### src/rtl/morse_symbol_decoder_if.sv
// Character stream handshake between the Morse decoder
// and the display/UART consumer.
interface morse_symbol_decoder_if;
  logic [7:0] char_data;
  logic       char_valid;
  logic       char_ready;

  modport master (
    output char_data,
    output char_valid,
    input  char_ready
  );

  modport slave (
    input  char_data,
    input  char_valid,
    output char_ready
  );
endinterface

### src/rtl/morse_symbol_decoder.sv
// Morse symbol accumulator, two-stage ASCII decode and
// first-word-fall-through character FIFO.
module morse_symbol_decoder #(
  parameter int MAX_SYMBOLS = 5,
  parameter int FIFO_DEPTH  = 4
) (
  input  logic                   clk,
  input  logic                   rst_n,
  input  logic [1:0]             dotOrDash,
  morse_symbol_decoder_if.master char_if,
  output logic [2:0]             symbol_count,
  output logic                   drop_flag
);

  localparam int PW = $clog2(FIFO_DEPTH);
  localparam int CW = $clog2(FIFO_DEPTH + 1);

  typedef struct packed {
    logic       ovf;
    logic [2:0] cnt;
    logic [4:0] pat;
  } s1_t;

  logic [1:0] prev_q;
  logic       ev;
  logic       is_sym;
  logic       is_send;

  logic [4:0] pat_q, pat_d;
  logic [2:0] cnt_q, cnt_d;
  logic       ovf_q, ovf_d;

  s1_t        s1_q;
  logic       s1_valid_q;
  logic [7:0] s2_ch_q;
  logic       s2_valid_q;

  logic [7:0]    mem_q [FIFO_DEPTH];
  logic [PW-1:0] wr_q;
  logic [PW-1:0] rd_q;
  logic [CW-1:0] fcnt_q;
  logic          drop_q;
  logic          full;
  logic          push;
  logic          pop;

  assign ev      = (dotOrDash != prev_q) &&
                   (dotOrDash != 2'b00);
  assign is_send = ev && (dotOrDash == 2'b11);
  assign is_sym  = ev && (dotOrDash != 2'b11);

  always_comb begin
    pat_d = pat_q;
    cnt_d = cnt_q;
    ovf_d = ovf_q;
    if (is_send) begin
      pat_d = '0;
      cnt_d = '0;
      ovf_d = 1'b0;
    end else if (is_sym) begin
      if (cnt_q < 3'(MAX_SYMBOLS)) begin
        pat_d = {pat_q[3:0], dotOrDash[1]};
        cnt_d = cnt_q + 3'd1;
      end else begin
        ovf_d = 1'b1;
      end
    end
  end

  always_ff @(posedge clk or negedge rst_n) begin
    if (!rst_n) begin
      prev_q <= 2'b00;
      pat_q  <= '0;
      cnt_q  <= '0;
      ovf_q  <= 1'b0;
    end else begin
      prev_q <= dotOrDash;
      pat_q  <= pat_d;
      cnt_q  <= cnt_d;
      ovf_q  <= ovf_d;
    end
  end

  // Key is {length, pattern}; first symbol sits at bit len-1.
  function automatic logic [7:0] lookup(s1_t s);
    logic [7:0] ch;
    ch = 8'h3F;
    if (s.cnt == 3'd0) begin
      ch = 8'h20;
    end else if (!s.ovf) begin
      case ({s.cnt, s.pat})
        {3'd2, 5'b00001}: ch = 8'h41;
        {3'd4, 5'b01000}: ch = 8'h42;
        {3'd4, 5'b01010}: ch = 8'h43;
        {3'd3, 5'b00100}: ch = 8'h44;
        {3'd1, 5'b00000}: ch = 8'h45;
        {3'd4, 5'b00010}: ch = 8'h46;
        {3'd3, 5'b00110}: ch = 8'h47;
        {3'd4, 5'b00000}: ch = 8'h48;
        {3'd2, 5'b00000}: ch = 8'h49;
        {3'd4, 5'b00111}: ch = 8'h4A;
        {3'd3, 5'b00101}: ch = 8'h4B;
        {3'd4, 5'b00100}: ch = 8'h4C;
        {3'd2, 5'b00011}: ch = 8'h4D;
        {3'd2, 5'b00010}: ch = 8'h4E;
        {3'd3, 5'b00111}: ch = 8'h4F;
        {3'd4, 5'b00110}: ch = 8'h50;
        {3'd4, 5'b01101}: ch = 8'h51;
        {3'd3, 5'b00010}: ch = 8'h52;
        {3'd3, 5'b00000}: ch = 8'h53;
        {3'd1, 5'b00001}: ch = 8'h54;
        {3'd3, 5'b00001}: ch = 8'h55;
        {3'd4, 5'b00001}: ch = 8'h56;
        {3'd3, 5'b00011}: ch = 8'h57;
        {3'd4, 5'b01001}: ch = 8'h58;
        {3'd4, 5'b01011}: ch = 8'h59;
        {3'd4, 5'b01100}: ch = 8'h5A;
        {3'd5, 5'b11111}: ch = 8'h30;
        {3'd5, 5'b01111}: ch = 8'h31;
        {3'd5, 5'b00111}: ch = 8'h32;
        {3'd5, 5'b00011}: ch = 8'h33;
        {3'd5, 5'b00001}: ch = 8'h34;
        {3'd5, 5'b00000}: ch = 8'h35;
        {3'd5, 5'b10000}: ch = 8'h36;
        {3'd5, 5'b11000}: ch = 8'h37;
        {3'd5, 5'b11100}: ch = 8'h38;
        {3'd5, 5'b11110}: ch = 8'h39;
        default:          ch = 8'h3F;
      endcase
    end
    return ch;
  endfunction

  always_ff @(posedge clk or negedge rst_n) begin
    if (!rst_n) begin
      s1_q       <= '0;
      s1_valid_q <= 1'b0;
      s2_ch_q    <= 8'h00;
      s2_valid_q <= 1'b0;
    end else begin
      s1_valid_q <= is_send;
      if (is_send) begin
        s1_q <= '{ovf: ovf_q, cnt: cnt_q, pat: pat_q};
      end
      s2_valid_q <= s1_valid_q;
      if (s1_valid_q) begin
        s2_ch_q <= lookup(s1_q);
      end
    end
  end

  assign full = (fcnt_q == CW'(FIFO_DEPTH));
  assign pop  = char_if.char_valid && char_if.char_ready;
  // A pop in the same cycle frees the slot the push needs.
  assign push = s2_valid_q && (!full || pop);

  always_ff @(posedge clk or negedge rst_n) begin
    if (!rst_n) begin
      for (int i = 0; i < FIFO_DEPTH; i++) begin
        mem_q[i] <= 8'h00;
      end
      wr_q   <= '0;
      rd_q   <= '0;
      fcnt_q <= '0;
      drop_q <= 1'b0;
    end else begin
      if (push) begin
        mem_q[wr_q] <= s2_ch_q;
        wr_q        <= wr_q + PW'(1);
      end
      if (pop) begin
        rd_q <= rd_q + PW'(1);
      end
      if (push && !pop) begin
        fcnt_q <= fcnt_q + CW'(1);
      end else if (pop && !push) begin
        fcnt_q <= fcnt_q - CW'(1);
      end
      if (s2_valid_q && !push) begin
        drop_q <= 1'b1;
      end
    end
  end

  assign char_if.char_valid = (fcnt_q != '0);
  assign char_if.char_data  = (fcnt_q != '0) ?
                              mem_q[rd_q] : 8'h00;
  assign symbol_count       = cnt_q;
  assign drop_flag          = drop_q;

endmodule
### src/flat_wrapper.sv
// flat-port wrapper written by rule: the top's interface ports become plain ports
module morse_symbol_decoder_flat 
#(
  parameter int MAX_SYMBOLS = 5,
  parameter int FIFO_DEPTH  = 4
)
  (clk, rst_n, dotOrDash, symbol_count, drop_flag, char_if_char_data, char_if_char_valid, char_if_char_ready);
  morse_symbol_decoder_if char_if_i ();
  input  logic clk;
  input  logic rst_n;
  input  logic [1:0] dotOrDash;
  output logic [2:0] symbol_count;
  output logic drop_flag;
  output wire logic [$bits(char_if_i.char_data)-1:0] char_if_char_data;
  output wire logic [$bits(char_if_i.char_valid)-1:0] char_if_char_valid;
  input wire logic [$bits(char_if_i.char_ready)-1:0] char_if_char_ready;
  assign char_if_char_data = char_if_i.char_data;
  assign char_if_char_valid = char_if_i.char_valid;
  assign char_if_i.char_ready = char_if_char_ready;
  morse_symbol_decoder #(.MAX_SYMBOLS(MAX_SYMBOLS), .FIFO_DEPTH(FIFO_DEPTH)) u_core (.clk(clk), .rst_n(rst_n), .dotOrDash(dotOrDash), .char_if(char_if_i), .symbol_count(symbol_count), .drop_flag(drop_flag));
endmodule
### config.mk
export PLATFORM = sky130hd
export DESIGN_NAME = morse_symbol_decoder_flat
export DESIGN_NICKNAME = d
export VERILOG_FILES = /design/src/rtl/morse_symbol_decoder_if.sv /design/src/rtl/morse_symbol_decoder.sv /design/src/flat_wrapper.sv
export SDC_FILE = /design/constraint.sdc
export NUM_CORES = 1
export LEC_CHECK = 0
export CAP_MARGIN = 25
export CORE_MARGIN = 2
export CORE_UTILIZATION = 38
export DETAILED_ROUTE_END_ITERATION = 10
export HOLD_SLACK_MARGIN = 0.1
export MAX_ROUTING_LAYER = met4
export SETUP_SLACK_MARGIN = 0.3
export SYNTH_ARGS = -nofsm -noshare
export SYNTH_HDL_FRONTEND = slang
export SYNTH_SLANG_ARGS = --single-unit
### constraint.sdc
create_clock -name clk -period 3.2 [get_ports clk]
set_clock_uncertainty 0.15 [all_clocks]
set_input_delay 0.64 -clock clk [delete_from_list [all_inputs] [get_ports clk]]
set_output_delay 0.64 -clock clk [all_outputs]
set_load 0.05 [all_outputs]
==> results.json <==
{
  "status": "finished, final reports clean",
  "drive_gt1_frac": 0.202,
  "postCtsSetupRepairBufs": 0,
  "setup_tns_ps": 0,
  "whs_ps": 214,
  "grt_pass1_wl_mm": 13.7,
  "placedCellCount": 461,
  "rsz0062_at_grt": "no",
  "synthCells": 341,
  "worstSetupStartpointType": "flop",
  "grt_max_degree": 34,
  "drt_pass1_iterations": 4,
  "n_antenna_cell": 0,
  "cp_num_buf_inv": 1,
  "crit_chain": "mux4_2 -> and2_1 -> dlygate4sd2_1",
  "crit_family": "multiplexers",
  "post-route-drc-count": 0,
  "clkLatencyLatePin_ps": 340,
  "finalWeightedCongestion": 0.897,
  "ys.warnings.count": 0,
  "crit_fanout": 8,
  "rows": 35,
  "ant_nets": 0,
  "wirelength_mm": 7.82,
  "multi_input_area_um2": 1840,
  "fin_crit_sh": 0.867,
  "slew_headroom": 0.491,
  "worst_pin_slew_ps": 763,
  "synth_nets": 353,
  "cts.clk_slew.worst_paths_ps": 80,
  "drtIter0Drc": 144,
  "die_width_um": 101,
  "power_leakage_nw": 1.82,
  "grt_util_all_layers": 0.172,
  "ys_seq_area_frac": 0.453,
  "layout_commonest_cell": "dfrtp_1",
  "postLayoutCellArea_um2": 4120,
  "syn_avg_cell_area_um2": 10.5,
  "syn_to_final_growth_pct": 14.8,
  "yosysUniqueCellTypes": 61,
  "overflow": 0,
  "fin_crit_ps": 2780,
  "crit_slowest_cell": "mux4_2",
  "path_class": "flop to output pin",
  "hold_class": "primary input to asynchronous set/reset pin",
  "fmax_ghz": 0.360,
  "syn_area_um2": 3590,
  "grt_pass1_vias": 2750,
  "dpl.hpwl_mm": 5.52,
  "drv_slew": 0,
  "wl_per_cell_um": 16.4,
  "num-fill-cells": 898,
  "cts_buffer_depth": 2,
  "placed_area_um2": 3920,
  "coreArea_um2": 9200,
  "endpoint_kind": "output pin",
  "root_buffer": "clkbuf_8",
  "fp.dieArea_um2": 10200,
  "regArea_um2": 1630,
  "h-tree-depth": 3,
  "cts_made_buffers": 9,
  "power.density_nw_per_um2": 1020,
  "viasPerCell": 5.51,
  "synthArstFlopShare": 1.00,
  "nets": 373,
  "ys_ff_latch": 65,
  "die_h_um": 101,
  "worstPathArrival_ps": 1990,
  "num_io_pins": 18,
  "ctsHoldBuffers": 0,
  "clock_sinks": 65,
  "peakVddDrop_v": 0.000565,
  "synth_flop_cell": "dfrtp_1",
  "grt_antenna_before_repair": 0,
  "final_cell_mix": "64 x dfrtp_1, 31 x mux2_2, 25 x nor2_1",
  "drv_cap": 0,
  "required_ps": 2410,
  "stdcell_count": 477,
  "max_stage_delay_ps": 540,
  "final_hold_viol_count": 0,
  "io_buffer_count": 16,
  "setup_viol": 0,
  "floorplan.initialDensity": 0.391,
  "vias": 2629,
  "synth-edff-count": 0,
  "cts_tree": "built"
}
[cells in the mapped netlist (4+ instances only)]
cell / number / area (um^2)
dfrtp_1: 65 / 1630
nand3_1: 7 / 35.0
nor4_1: 8 / 50.1
xnor2_1: 5 / 43.8
inv_1: 9 / 33.8
nand2b_1: 7 / 43.8
o21ai_0: 18 / 90.1
and2_1: 10 / 62.6
or3_1: 4 / 25.0
nand4_1: 4 / 25.0
ha_1: 6 / 75.1
mux4_2: 7 / 158
nand2_1: 19 / 71.3
nor3_1: 8 / 40.0
a21oi_1: 11 / 55.1
xor2_1: 5 / 43.8
nor2_1: 25 / 93.8
nor2b_1: 8 / 50.1
clkbuf_1: 19 / 71.3
mux2_2: 31 / 349
a31oi_1: 4 / 25.0
mux2i_1: 7 / 70.1
[layout make-up]
class | instances | share of cell area
multi-input combinational | 244 | 0.446
timing repair buffer | 31 | 0.0665
inverter | 10 | 0.00910
clock buffer | 9 | 0.0300
tap | 111 | 0.0337
sequential | 65 | 0.395
clock inverter | 7 | 0.0194
[stage by stage]
stage                     power [mW]  worst slack, ps   util
final                           4.22              424  0.448
after global routing            4.55              323  0.448
after CTS                       4.26              350  0.448
after detailed placement        3.57              321  0.427
after global placement          3.51              402  0.427
after floorplan                 2.96              666      -
[flip-flops by register name (all words and copies together), names as in the netlist]
signal,cells
u_core.s2_valid_q,1
u_core.pat_q,5
u_core.wr_q,2
u_core.ovf_q,1
u_core.rd_q,2
u_core.s2_ch_q,7
u_core.s1_q,9
u_core.mem_q,28
u_core.drop_flag,1
u_core.prev_q,2
u_core.symbol_count,3
u_core.fcnt_q,3
u_core.s1_valid_q,1
[path summary, 6_finish.rpt]
path / endpoint / start / slack [ps] / depth (start not counted)
max: char_if_char_data[1] / u_core.rd_q[0] / 420 / 3
min: u_core.mem_q[22] / rst_n / 210 / 1
max reg2reg: u_core.s2_ch_q[1] / u_core.s1_q[1] / 570 / 6
min reg2reg: u_core.drop_flag / u_core.drop_flag / 330 / 1
max in group asynchronous: u_core.rd_q[0] / rst_n / 2040 / 2
min in group clk: u_core.drop_flag / u_core.drop_flag / 330 / 1
[where the power goes]
group	internal, mW	switching, mW	total [mW]	leakage, nW
clock network	0.368	0.354	0.721	0.101
logic	0.893	1.11	2.01	0.891
registers	1.14	0.356	1.50	0.828
total	2.40	1.82	4.22	1.82
[cell families after synthesis]
| family | share of synthesized area |
|---|---|
| AND/OR/NAND/NOR | 0.181 |
| flip-flops | 0.453 |
| AO/OA/AOI/OAI | 0.118 |
| multiplexers | 0.161 |
| buffers and inverters | 0.0348 |
| XOR/XNOR | 0.0244 |
| adder cells (fa/ha/maj) | 0.0265 |
| other | 0.00104 |
[metal layers]
| metal | vias up | share of wire | track usage |
|---|---|---|---|
| met5 | - | 0 | - |
| met1 | 1270 | 0.46 | 0.223 |
| li1 | 1281 | - | - |
| met2 | 68 | 0.48 | 0.267 |
| met3 | 10 | 0.043 | 0.0386 |
| met4 | 0 | 0.012 | 0.0613 |
[repair_timing]
item                                   in CTS  in global routing
resized for setup                           8                  1
endpoints found under the hold margin       0                  0
setup endpoints to repair                   7                  1
[worst reg2reg max path, stage by stage (launching register included)]
cell	delay [ps]
dfrtp_1	570
clkinv_1	350
nor4_1	540
o221ai_1	200
nand3_1	200
nor3_1	130
o32a_1	370
Note: power is estimated with default switching activity, not from simulation.
